===== config.mk =====
export PLATFORM = sky130hd
export DESIGN_NAME = fetch_unit
export DESIGN_NICKNAME = d
export VERILOG_FILES = /design/src/rtl/fetch_unit.sv
export SDC_FILE = /design/constraint.sdc
export NUM_CORES = 1
export LEC_CHECK = 0
export ABC_CLOCK_PERIOD_IN_PS = 16050
export BUFFER_PORTS_ARGS = -buffer_cell sky130_fd_sc_hd__buf_2
export CORE_ASPECT_RATIO = 1.2
export CORE_MARGIN = 1.5
export CORE_UTILIZATION = 60
export CTS_BUF_LIST = sky130_fd_sc_hd__clkbuf_8
export CTS_CLUSTER_DIAMETER = 40
export DETAILED_ROUTE_END_ITERATION = 12
export GPL_ROUTABILITY_DRIVEN = 0
export GPL_TIMING_DRIVEN = 0
export PLACE_DENSITY_LB_ADDON = 0.1
export SLEW_MARGIN = 0
export SYNTH_ARGS = -nofsm -noshare
export SYNTH_HDL_FRONTEND = slang
export SYNTH_SLANG_ARGS = --single-unit
export TNS_END_PERCENT = 10

===== constraint.sdc =====
create_clock -name clk -period 16.05 [get_ports clk]
set_clock_uncertainty 0.05 [all_clocks]
set_input_delay 3.21 -clock clk [delete_from_list [all_inputs] [get_ports clk]]
set_output_delay 3.21 -clock clk [all_outputs]
set_load 0.03 [all_outputs]

===== src/rtl/fetch_unit.sv =====
// Instruction fetch stage: PC generation, in-order imem requests, response queue and IF_ID register.
// Optional perf counters are enabled with the FETCH_PERF_COUNTERS_EN macro.

package fetch_unit_pkg;

    typedef struct packed {
        logic [31:0] fetched_inst;
        logic [31:0] pc;
    } if_id_t;

endpackage

module fetch_unit
    import fetch_unit_pkg::*;
#(
    parameter logic [31:0] RESET_PC    = 32'h0000_0000,
    parameter int          QUEUE_DEPTH = 2,
    parameter logic [31:0] NOP_INST    = 32'h0000_0013
) (
    input  logic        clk,
    input  logic        reset,
    output logic        imem_req_valid,
    input  logic        imem_req_ready,
    output logic [31:0] imem_req_addr,
    input  logic        imem_resp_valid,
    input  logic [31:0] imem_resp_data,
    input  logic        redirect_valid,
    input  logic [31:0] redirect_pc,
    input  logic        stall,
    output if_id_t      if_id_reg,
    output logic        if_id_valid
`ifdef FETCH_PERF_COUNTERS_EN
    ,
    output logic [31:0] fetch_bubble_count,
    output logic [31:0] fetch_redirect_count
`endif
);

    localparam int AW = (QUEUE_DEPTH > 1) ? $clog2(QUEUE_DEPTH) : 1;
    localparam int CW = AW + 1;
    localparam logic [CW-1:0] DEPTH_C = CW'(QUEUE_DEPTH);
    localparam logic [CW-1:0] CNT_ONE = CW'(1);
    localparam logic [CW-1:0] CNT_ZERO = CW'(0);
    localparam logic [AW-1:0] PTR_ONE = AW'(1);
    localparam logic [AW-1:0] PTR_ZERO = AW'(0);

    logic [31:0]   pc_q, pc_d;
    logic [CW-1:0] inflight_q, inflight_d;
    logic [CW-1:0] drop_cnt_q, drop_cnt_d;
    logic [CW-1:0] occ_q, occ_d;
    logic [AW-1:0] q_rd_q, q_rd_d, q_wr_q, q_wr_d;
    logic [AW-1:0] tag_rd_q, tag_rd_d, tag_wr_q, tag_wr_d;
    logic [31:0]   q_inst_q [QUEUE_DEPTH];
    logic [31:0]   q_pc_q   [QUEUE_DEPTH];
    logic [31:0]   tag_q    [QUEUE_DEPTH];
    if_id_t        if_id_q, if_id_d;
    logic          if_id_valid_q, if_id_valid_d;

    logic [CW:0]   used_s;
    logic          req_valid_s;
    logic          accept_s;
    logic          resp_s;
    logic          drop_resp_s;
    logic          push_s;
    logic          pop_s;
    logic          queue_empty_s;

    // Handshake qualification; responses with nothing outstanding (e.g. after reset) are ignored
    always_comb begin
        used_s        = {1'b0, inflight_q} + {1'b0, occ_q};
        queue_empty_s = (occ_q == CNT_ZERO);
        req_valid_s   = !reset && !redirect_valid && (used_s < {1'b0, DEPTH_C});
        accept_s      = req_valid_s && imem_req_ready;
        resp_s        = imem_resp_valid && (inflight_q != CNT_ZERO);
        drop_resp_s   = resp_s && (redirect_valid || (drop_cnt_q != CNT_ZERO));
        push_s        = resp_s && !drop_resp_s;
        pop_s         = !redirect_valid && !stall && !queue_empty_s;
    end

    // Outstanding request count, includes requests whose responses will be dropped
    always_comb begin
        inflight_d = inflight_q;
        if (accept_s && !resp_s) begin
            inflight_d = inflight_q + CNT_ONE;
        end else if (!accept_s && resp_s) begin
            inflight_d = inflight_q - CNT_ONE;
        end else begin
            inflight_d = inflight_q;
        end
    end

    // PC, drop counter, queue pointers and IF_ID next state
    always_comb begin
        pc_d          = pc_q;
        drop_cnt_d    = drop_cnt_q;
        occ_d         = occ_q;
        q_rd_d        = q_rd_q;
        q_wr_d        = q_wr_q;
        tag_rd_d      = tag_rd_q;
        tag_wr_d      = tag_wr_q;
        if_id_d       = if_id_q;
        if_id_valid_d = if_id_valid_q;
        if (redirect_valid) begin
            pc_d                 = redirect_pc & 32'hFFFF_FFFC;
            // Everything still outstanding after this edge is stale
            drop_cnt_d           = inflight_d;
            occ_d                = CNT_ZERO;
            q_rd_d               = PTR_ZERO;
            q_wr_d               = PTR_ZERO;
            tag_rd_d             = PTR_ZERO;
            tag_wr_d             = PTR_ZERO;
            if_id_d.fetched_inst = NOP_INST;
            if_id_d.pc           = 32'h0000_0000;
            if_id_valid_d        = 1'b0;
        end else begin
            if (accept_s) begin
                pc_d     = pc_q + 32'd4;
                tag_wr_d = tag_wr_q + PTR_ONE;
            end else begin
                pc_d     = pc_q;
                tag_wr_d = tag_wr_q;
            end
            if (drop_resp_s) begin
                drop_cnt_d = drop_cnt_q - CNT_ONE;
            end else begin
                drop_cnt_d = drop_cnt_q;
            end
            if (push_s) begin
                q_wr_d   = q_wr_q + PTR_ONE;
                tag_rd_d = tag_rd_q + PTR_ONE;
            end else begin
                q_wr_d   = q_wr_q;
                tag_rd_d = tag_rd_q;
            end
            if (pop_s) begin
                q_rd_d = q_rd_q + PTR_ONE;
            end else begin
                q_rd_d = q_rd_q;
            end
            case ({push_s, pop_s})
                2'b10:   occ_d = occ_q + CNT_ONE;
                2'b01:   occ_d = occ_q - CNT_ONE;
                default: occ_d = occ_q;
            endcase
            if (stall) begin
                if_id_d       = if_id_q;
                if_id_valid_d = if_id_valid_q;
            end else if (!queue_empty_s) begin
                if_id_d.fetched_inst = q_inst_q[q_rd_q];
                if_id_d.pc           = q_pc_q[q_rd_q];
                if_id_valid_d        = 1'b1;
            end else begin
                if_id_d.fetched_inst = NOP_INST;
                if_id_d.pc           = 32'h0000_0000;
                if_id_valid_d        = 1'b0;
            end
        end
    end

    // Control state registers
    always_ff @(posedge clk) begin
        if (reset) begin
            pc_q          <= RESET_PC;
            inflight_q    <= CNT_ZERO;
            drop_cnt_q    <= CNT_ZERO;
            occ_q         <= CNT_ZERO;
            q_rd_q        <= PTR_ZERO;
            q_wr_q        <= PTR_ZERO;
            tag_rd_q      <= PTR_ZERO;
            tag_wr_q      <= PTR_ZERO;
            if_id_q       <= '{fetched_inst: NOP_INST, pc: 32'h0000_0000};
            if_id_valid_q <= 1'b0;
        end else begin
            pc_q          <= pc_d;
            inflight_q    <= inflight_d;
            drop_cnt_q    <= drop_cnt_d;
            occ_q         <= occ_d;
            q_rd_q        <= q_rd_d;
            q_wr_q        <= q_wr_d;
            tag_rd_q      <= tag_rd_d;
            tag_wr_q      <= tag_wr_d;
            if_id_q       <= if_id_d;
            if_id_valid_q <= if_id_valid_d;
        end
    end

    // Instruction queue and pc-tag storage; contents only read while occupied
    always_ff @(posedge clk) begin
        if (push_s && !reset) begin
            q_inst_q[q_wr_q] <= imem_resp_data;
            q_pc_q[q_wr_q]   <= tag_q[tag_rd_q];
        end
        if (accept_s) begin
            tag_q[tag_wr_q] <= pc_q;
        end
    end

    assign imem_req_valid = req_valid_s;
    assign imem_req_addr  = pc_q;
    assign if_id_reg      = if_id_q;
    assign if_id_valid    = if_id_valid_q;

`ifdef FETCH_PERF_COUNTERS_EN
    logic [31:0] bubble_cnt_q;
    logic [31:0] redirect_cnt_q;
    logic        bubble_s;

    always_comb begin
        bubble_s = !redirect_valid && !stall && queue_empty_s;
    end

    // Saturating event counters
    always_ff @(posedge clk) begin
        if (reset) begin
            bubble_cnt_q   <= 32'h0000_0000;
            redirect_cnt_q <= 32'h0000_0000;
        end else begin
            if (bubble_s && (bubble_cnt_q != 32'hFFFF_FFFF)) begin
                bubble_cnt_q <= bubble_cnt_q + 32'd1;
            end
            if (redirect_valid && (redirect_cnt_q != 32'hFFFF_FFFF)) begin
                redirect_cnt_q <= redirect_cnt_q + 32'd1;
            end
        end
    end

    assign fetch_bubble_count   = bubble_cnt_q;
    assign fetch_redirect_count = redirect_cnt_q;
`endif

endmodule


# Word level (Yosys, flattened, before mapping)
# Memory sizes are Yosys's and may differ from the RTL's. A register that Yosys moved wholly into a read port is not among the register bits.
# Index checks and enable logic that the tools add are counted.
[totals]
regBits = 107
ram_bits = 192
input_bits = 70
out_inout_bits = 98
mem_count = 3
[mem_list]
columns = ["memory", "words", "width", "rd", "rd_clocked_by_memory_dff", "wr", "line_no", "rtl"]
rows = [
  ["q_inst_q", 2, 32, 1, 1, 1, "53", "logic [31:0] q_inst_q [QUEUE_DEPTH];"],
  ["q_pc_q", 2, 32, 1, 1, 1, "54", "logic [31:0] q_pc_q [QUEUE_DEPTH];"],
  ["tag_q", 2, 32, 1, 1, 1, "55", "logic [31:0] tag_q [QUEUE_DEPTH];"],
]
[classes]
addsub = 11
n_lt_le_gt_ge = 1
n_eq_ne = 2
muxes = 19
reduce_logical = 26
[ops]
columns = ["operator", "count"]
rows = [
  ["$mux 32", 2],
  ["$mux 64", 1],
  ["$add 32x3->32 const B", 1],
  ["$logic_and 1x1->1", 11],
  ["$mux 1", 11],
  ["$reduce_bool 2->1", 5],
  ["$mux 2", 4],
  ["$logic_not 1->1", 7],
  ["$sub 2x1->2 const B", 3],
  ["$add 1x1->1 const B", 4],
  ["$add 2x1->2 const B", 2],
  ["$pmux 2 s2", 1],
  ["$add 2x2->3", 1],
  ["$lt 3x2->1 const B", 1],
  ["$eq 2x1->1 const B", 1],
  ["$eq 2x2->1 const B", 1],
  ["$logic_not 2->1", 1],
  ["$reduce_or 2->1", 1],
  ["$logic_or 1x1->1", 1],
]

# Longest topological paths before layout
# Gate-level depths: netlist of run 1.
[depth]
ltp_word = 9
ltp_mapped = 9

# Least setup slack after synthesis of run 1
# No wires, ideal clock.
[synth_timing]
path_type = "input-to-reg"
start = "input port imem_resp_valid"
end = "memory q_inst_q[0][0] (enable)"
setup_ns = 0.558
arrival_time_ns = 8.111
path_slack_ns = 7.331
cell_stages = 4
n_path_buf = 0
path_cell_list = "nor2b_1 > nand2_1 > or2_2 > nor3_1"
[synth_between]
elab_chain_len = 7
[synth_rtl]
columns = ["item", "line_no", "rtl"]
rows = [
  ["start, declared", "25", "input logic imem_resp_valid,"],
  ["$logic_and 1x1->1 *", "74", "resp_s = imem_resp_valid && (inflight_q != CNT_ZERO);"],
  ["$logic_and 1x1->1", "75", "drop_resp_s = resp_s && (redirect_valid || (drop_cnt_q != CNT_ZERO));"],
  ["$logic_not 1->1", "76", "push_s = resp_s && !drop_resp_s;"],
  ["$logic_and 1x1->1 *", "76", ""],
  ["$logic_and 1x1->1 *", "189", "if (push_s && !reset) begin"],
  ["$mux 1 *", "189", ""],
  ["$mux 1 (not written as such) *", "190", "q_inst_q[q_wr_q] <= imem_resp_data;"],
  ["end, declared", "53", ""],
]
# Every way passes the cells marked *; elsewhere a longest branch is shown, timed or not.

# Worst setup path after layout of run 1
[layout_timing]
start = "input port redirect_valid"
end = "output port imem_req_valid"
[layout_between]
elab_chain_len = 3
[layout_rtl]
columns = ["item", "line_no", "rtl"]
rows = [
  ["start, declared", "27", "input logic redirect_valid,"],
  ["$logic_not 1->1", "72", "req_valid_s = !reset && !redirect_valid && (used_s < {1'b0, DEPTH_C});"],
  ["$logic_and 1x1->1 (2 in a row)", "72", ""],
  ["end, declared", "22", "output logic imem_req_valid,"],
]
# Every way passes these cells.

==> flow_metrics.tcl, run 1 <==
set metrics [dict create \
    antenna_found_initial 0 \
    r2r_start "occ_q[0]" \
    slew_headroom 0.399 \
    clkSlewWorstSetupHoldPaths_ns 0.06 \
    critPathKind "input port to output port" \
    synth_async_sr_flop_share 0 \
    wire_per_inst_um 17.2 \
    grt_pass1_vias 7238 \
    grt_pass1_wl_um 36700 \
    grt_setup_unrepaired "no" \
    status "completed" \
    setup_tns_ns 0 \
    drcViolationCount 0 \
    ys_seq_elements 289 \
    worst_slew_pin_slew_ns 0.900 \
    clockBufferDepth 3 \
    fmax_mhz 124 \
    first_iter_violations 369 \
    yosysSeqAreaShare 0.686 \
    num_rows 54 \
    syn-cell-area_mm2 0.0111 \
    dp_hpwl_um 15800 \
    synthDistinctLibCells 57 \
    whs_ns 0.417 \
    maxCapViolCount 0 \
    cp_max_fo 10 \
    grt_max_degree 31 \
    avgSynthCellArea_um2 12.9 \
    start_util 0.612 \
    ir_drop_uv 72.1 \
    diodes 0 \
    vias_per_cell 5.52 \
    hold_buffers 0 \
    ios 168 \
    slew_violations 0 \
    hold-path-endpoint "if_id_valid" \
    r2r_cells 6 \
    crit_path_start_kind "input port" \
    whs_path_depth 2 \
    cp-end-kind "output port" \
    holdCritPathClass "flop to flop" \
    fp.coreArea_mm2 0.0182 \
    synth_edf_count 184 \
    vias 7391 \
    required_ns 12.79 \
    wirelength_um 23100 \
    arrival_ns 4.83 \
    rrSetupSlack_ns 12.73 \
    setup_viol 0 \
    syn_to_final_growth_pct 19.6 \
    worstReg2RegEnd "tag_q[0][30]" \
    fin_ws_ns 7.96 \
    pre_cts_ws_ns 7.98 \
    leakage_nw 4.92 \
    die_w_um 127 \
    final_cell_area_mm2 0.0133 \
    drt_first_pass_iters 7 \
    place.port_buffers 160 \
    groute.usage.overall 0.239 \
    final_util 0.731 \
    post_cts_resized 0 \
    synth_warnings 0 \
    die_h_um 152 \
    htreeDepth 2 \
    layout_worst_path_cycle_share 0.504 \
    postPlaceCellArea_mm2 0.0124 \
    cts_tree "done" \
    numCtsBuffers 45 \
    synth_cells 861 \
    period_minus_slack_ns 8.09 \
    die_area_mm2 0.0194 \
    drive_gt1_frac 0.271 \
    power_density_mw_per_mm2 120 \
    grt_overflow 0 \
    largest_register_ffs 64 \
    hold_violations 0 \
    postRouteAntennaNets 0 \
    clk_latency_ns 0.54 \
    synth_ff_type "edfxtp_1" \
    cts-root-buf "clkbuf_8" \
    post_cts.repair.setup_buffers 0 \
    cts_sinks 289 \
    min_from "if_id_valid" \
    nets 1154 \
]
[placed cells by master, fill, tap and decap left out, types with 3 or more instances in the layout]
cell        n
a21oi_1    82
a31oi_1     8
a32oi_1     3
and2_1      4
and3_1      4
buf_1       5
buf_2     161
buf_4       4
buf_6       6
clkbuf_1   39
clkbuf_8   61
clkinv_1    3
clkinv_2   10
conb_1      4
dfxtp_1   105
edfxtp_1  184
ha_1        4
inv_1      29
mux2_2     35
mux2i_1    60
nand2_1    25
nand2b_1    3
nand3_1     8
nand3b_1    3
nand4_1     4
nor2_1    147
nor2b_1     7
nor3_1      8
nor3_2      3
nor4_4      3
o21a_1      5
o21ai_0    17
o22ai_1     7
or2_2       3
or3_1       5
xnor2_1    10
xor2_1      8
[logic make-up (layout without fill, tap and decap cells)]
logic type	after synthesis	count (layout)	synth area share
XOR/XNOR	18	18	0.0142
buffers and inverters	70	322	0.0258
AO/OA/AOI/OAI	136	136	0.0694
AND/OR/NAND/NOR	247	247	0.108
adder cells (fa/ha/maj)	5	5	0.00630
multiplexers	95	95	0.0895
other	1	4	0.000337
flip-flops	289	289	0.686
[cell usage after synthesis, drive strengths merged (2+ instances only)]
master	number	area [µm²]
or3b	3	26.3
nand4	6	50.0
nand2	25	93.8
a311oi	2	17.5
nor4	6	95.1
inv	20	75.1
a22oi	2	15.0
a2bb2oi	2	17.5
nand3	9	50.1
xor2	8	70.1
and2	4	25.0
mux2i	60	601
o22ai	7	43.8
o21a	5	37.5
nor3	11	65.1
or3	5	31.3
o21ai	17	85.1
and3	5	31.3
mux2	35	394
a21oi	82	410
or2	3	18.8
clkbuf	39	146
xnor2	10	87.6
edfxtp	184	5530
dfxtp	105	2100
nor2b	7	43.8
and4	2	17.5
nor3b	2	20.0
a211oi	2	15.0
a32oi	3	26.3
or4	2	15.0
nand3b	3	22.5
nand2b	3	18.8
nor2	149	559
ha	4	50.1
buf	11	65.1
a31oi	8	50.1
[through the flow]
stage               std cells  total power (W)
finish                   1340          0.00159
global route             1340          0.00165
CTS                      1340          0.00160
detailed placement       1256         0.000990
global placement         1248         0.000983
floorplan                 864         0.000943
[layer usage]
metal	routed length, µm	up-vias	track usage
met3	1480	40	0.0504
met5	0	-	0
li1	-	3552	-
met4	506	0	0.0887
met1	9980	3505	0.314
met2	11100	294	0.394
[critical path: stages]
cell	delay (ns)
buf_2	0.10
clkbuf_1	0.41
or2_2	0.20
clkbuf_1	0.57
nor3_1	0.12
buf_2	0.22
[power breakdown]
group,leakage [nW],switching [W],internal (W)
combinational,1.86,0.0000849,0.0000529
sequential,2.53,0.0000170,0.000821
clock,0.530,0.000273,0.000340
total,4.92,0.000375,0.00121
[how the worst max path moves through the flow]
stage / depth (start not counted) / endpoint / startpoint
2_1_floorplan: 4 / q_inst_q[0][0] / imem_resp_valid
3_3_place_gp: 5 / q_inst_q[0][27] / imem_resp_valid
3_5_place_dp: 6 / imem_req_valid / redirect_valid
4_1_cts: 6 / imem_req_valid / redirect_valid
5_1_grt: 6 / imem_req_valid / redirect_valid
6_report: 6 / imem_req_valid / redirect_valid
[final cells by class]
type | count | area [µm²]
clock inverters | 23 | 103
repair buffers | 168 | 920
well taps | 224 | 280
clock buffers | 61 | 840
multi-input cells | 505 | 3240
flip-flops and latches | 289 | 7630
plain buffers | 50 | 211
fillers | 1253 | 4880
inverters | 20 | 75.1
No activity file was read; power rests on OpenSTA's default activity.
==> run 2, diff against run 1 <==
- ABC_AREA: default -> 1
- ABC_CLOCK_PERIOD_IN_PS: 16050 -> 7600
- CORE_UTILIZATION: 60 -> 59
- clock period: 16.05 -> 7.6 ns (I/O delays scaled with it)
==> run 2 against run 1 <==
Global-route usage fell by 0.10 points. Non-clock buffer count down 4. Area after synthesis up 3.2%. Sequential share of layout area decreased by 1.2 points. Synthesized cell count rose by 18%. Utilization decreased by 1.7 points. Sequential power up 110%. Highest routed layer unchanged. Wire length grew 3.7%. Critical endpoint unchanged. Sequential cell count did not move. Final area grew 2.1%. Hold slack lost 0.0062 ns.
==> flow_metrics.tcl, run 2 <==
set metrics [dict create \
    cts_tree "done" \
    grt_pass1_wl_um 37400 \
    rrSetupSlack_ns 4.79 \
    cp-end-kind "output port" \
    yosysSeqAreaShare 0.664 \
    required_ns 6.03 \
    clkSlewWorstSetupHoldPaths_ns 0.05 \
    groute.usage.overall 0.238 \
    crit_path_start_kind "input port" \
    yosys.area.top_type "edfxtp_1" \
    wirelength_um 23900 \
    seqCellArea_mm2 0.00763 \
    cp-endpoint "imem_req_valid" \
    grt_max_degree 31 \
    whs_ns 0.410 \
    synth_ff_type "edfxtp_1" \
    r2r_cells 11 \
    hold_violations 0 \
    post_cts_resized 0 \
    status "completed" \
    hold_buffers 0 \
    die_w_um 130 \
    htreeDepth 2 \
    nets 1304 \
    drcViolationCount 0 \
    ys_seq_elements 289 \
    layout_worst_path_cycle_share 0.504 \
    holdCritPathClass "flop to flop" \
    syn_to_final_growth_pct 18.3 \
    vias_per_cell 5.21 \
    worst_slew_pin_slew_ns 0.943 \
    drt_first_pass_iters 5 \
    cp_max_fo 8 \
    postRouteAntennaNets 0 \
    wire_per_inst_um 15.8 \
    syn-cell-area_mm2 0.0115 \
    grt_setup_unrepaired "no" \
    synth_edf_count 184 \
    mostFrequentLayoutCell "nand2_1" \
    synth_top_area_share 0.481 \
    r2r_start "inflight_q[0]" \
    leakage_nw 5.09 \
    numCtsBuffers 43 \
    synth_async_sr_flop_share 0 \
    final_util 0.715 \
    clockBufferDepth 3 \
    period_minus_slack_ns 3.83 \
    maxCapViolCount 0 \
    layout_common_cells "nand2_1, edfxtp_1, buf_2" \
    crit_start "reset" \
    diodes 0 \
    start_util 0.604 \
    fillers 1438 \
    largest_register_ffs 64 \
    post_cts.repair.setup_buffers 0 \
    ys_top_cells_by_area "edfxtp_1, dfxtp_1, mux2_2, nand2_1, a21oi_1" \
    cts-root-buf "clkbuf_8" \
    die_h_um 156 \
    yosysMostFrequentCell "nand2_1" \
    fmax_mhz 261 \
    synth_cells 1013 \
    synth_warnings 0 \
    dp_hpwl_um 16600 \
    antenna_found_initial 0 \
    avgSynthCellArea_um2 11.3 \
    setup_viol 0 \
    slew_violations 0 \
    vias 7915 \
    multi_input_area_mm2 0.00343 \
    power_density_mw_per_mm2 236 \
    synthDistinctLibCells 36 \
    arrival_ns 2.26 \
    synthTopCellsByCount "nand2_1, edfxtp_1, dfxtp_1" \
    die_area_mm2 0.0203 \
    critPathKind "input port to output port" \
    drive_gt1_frac 0.289 \
    grt_overflow 0 \
    first_iter_violations 453 \
    ir_drop_uv 125 \
    slew_headroom 0.368 \
    clk_latency_ns 0.54 \
    worstReg2RegEnd "q_inst_q[0][7]" \
    fp.coreArea_mm2 0.0190 \
    cts_sinks 289 \
    ios 168 \
    grt_pass1_vias 7604 \
    place.port_buffers 160 \
    num_rows 55 \
]
## run 2: layout make-up
type | instances | area share
clock buffer | 47 | 0.0477
clock inverter | 32 | 0.0123
sequential | 289 | 0.562
inverter | 68 | 0.0188
buffer | 46 | 0.0153
timing repair buffer | 168 | 0.0680
multi-input combinational | 613 | 0.252
tap | 256 | 0.0236
## run 2: metal layers
layer | part of all wire | vias up | global-route usage
li1 | - | 3892 | -
met2 | 0.49 | 273 | 0.406
met4 | 0.028 | 0 | 0.0931
met1 | 0.41 | 3695 | 0.296
met5 | 0 | - | 0
met3 | 0.072 | 55 | 0.0511
## run 2: kinds of logic after synthesis
family | share of synthesized area
and+or+nand+nor | 0.131
DFF | 0.664
AOI/OAI and AO/OA | 0.0607
buffers and inverters | 0.0403
muxes | 0.0903
xor gates and xnor gates | 0.00687
adders and majority gates | 0.00610
other | 0.000327
## run 2: how the worst min path moves through the flow
| stage | cells after the start | to | slack (ns) | from |
|---|---|---|---|---|
| after floorplan | 2 | q_wr_q | 0.39 | q_wr_q |
| after global placement | 2 | q_wr_q | 0.40 | q_wr_q |
| after detailed placement | 2 | if_id_reg[42] | 0.40 | if_id_reg[42] |
| after CTS | 2 | if_id_reg[42] | 0.41 | if_id_reg[42] |
| after global routing | 2 | if_id_reg[41] | 0.43 | if_id_reg[41] |
| final | 2 | if_id_reg[19] | 0.41 | if_id_reg[19] |
## run 2: critical path, stage by stage
cell     delay [ns]
buf_2          0.11
inv_2          0.14
nand2_2        0.13
nor2_4         0.15
buf_2          0.21
## run 2: report_power, final
| part | leakage (nW) | switching, W | internal [W] |
|---|---|---|---|
| clock | 0.477 | 0.000564 | 0.000606 |
| sequential | 2.53 | 0.0000365 | 0.00173 |
| combinational | 2.09 | 0.000170 | 0.0000978 |
## run 2: through the flow
| stage | worst slack [ns] | cells | power [W] | instance area [µm²] | TNS (ns) |
|---|---|---|---|---|---|
| 2_1_floorplan | 0.836 | 1016 | 0.00197 | 11500 | 0 |
| 3_3_place_gp | -2.15 | 1432 | 0.00205 | 12600 | -133.17 |
| 3_5_place_dp | 3.69 | 1440 | 0.00206 | 12800 | 0 |
| 4_1_cts | 3.78 | 1519 | 0.00322 | 13600 | 0 |
| 5_1_grt | 3.72 | 1519 | 0.00332 | 13600 | 0 |
| 6_report | 3.77 | 1519 | 0.00320 | 13600 | 0 |
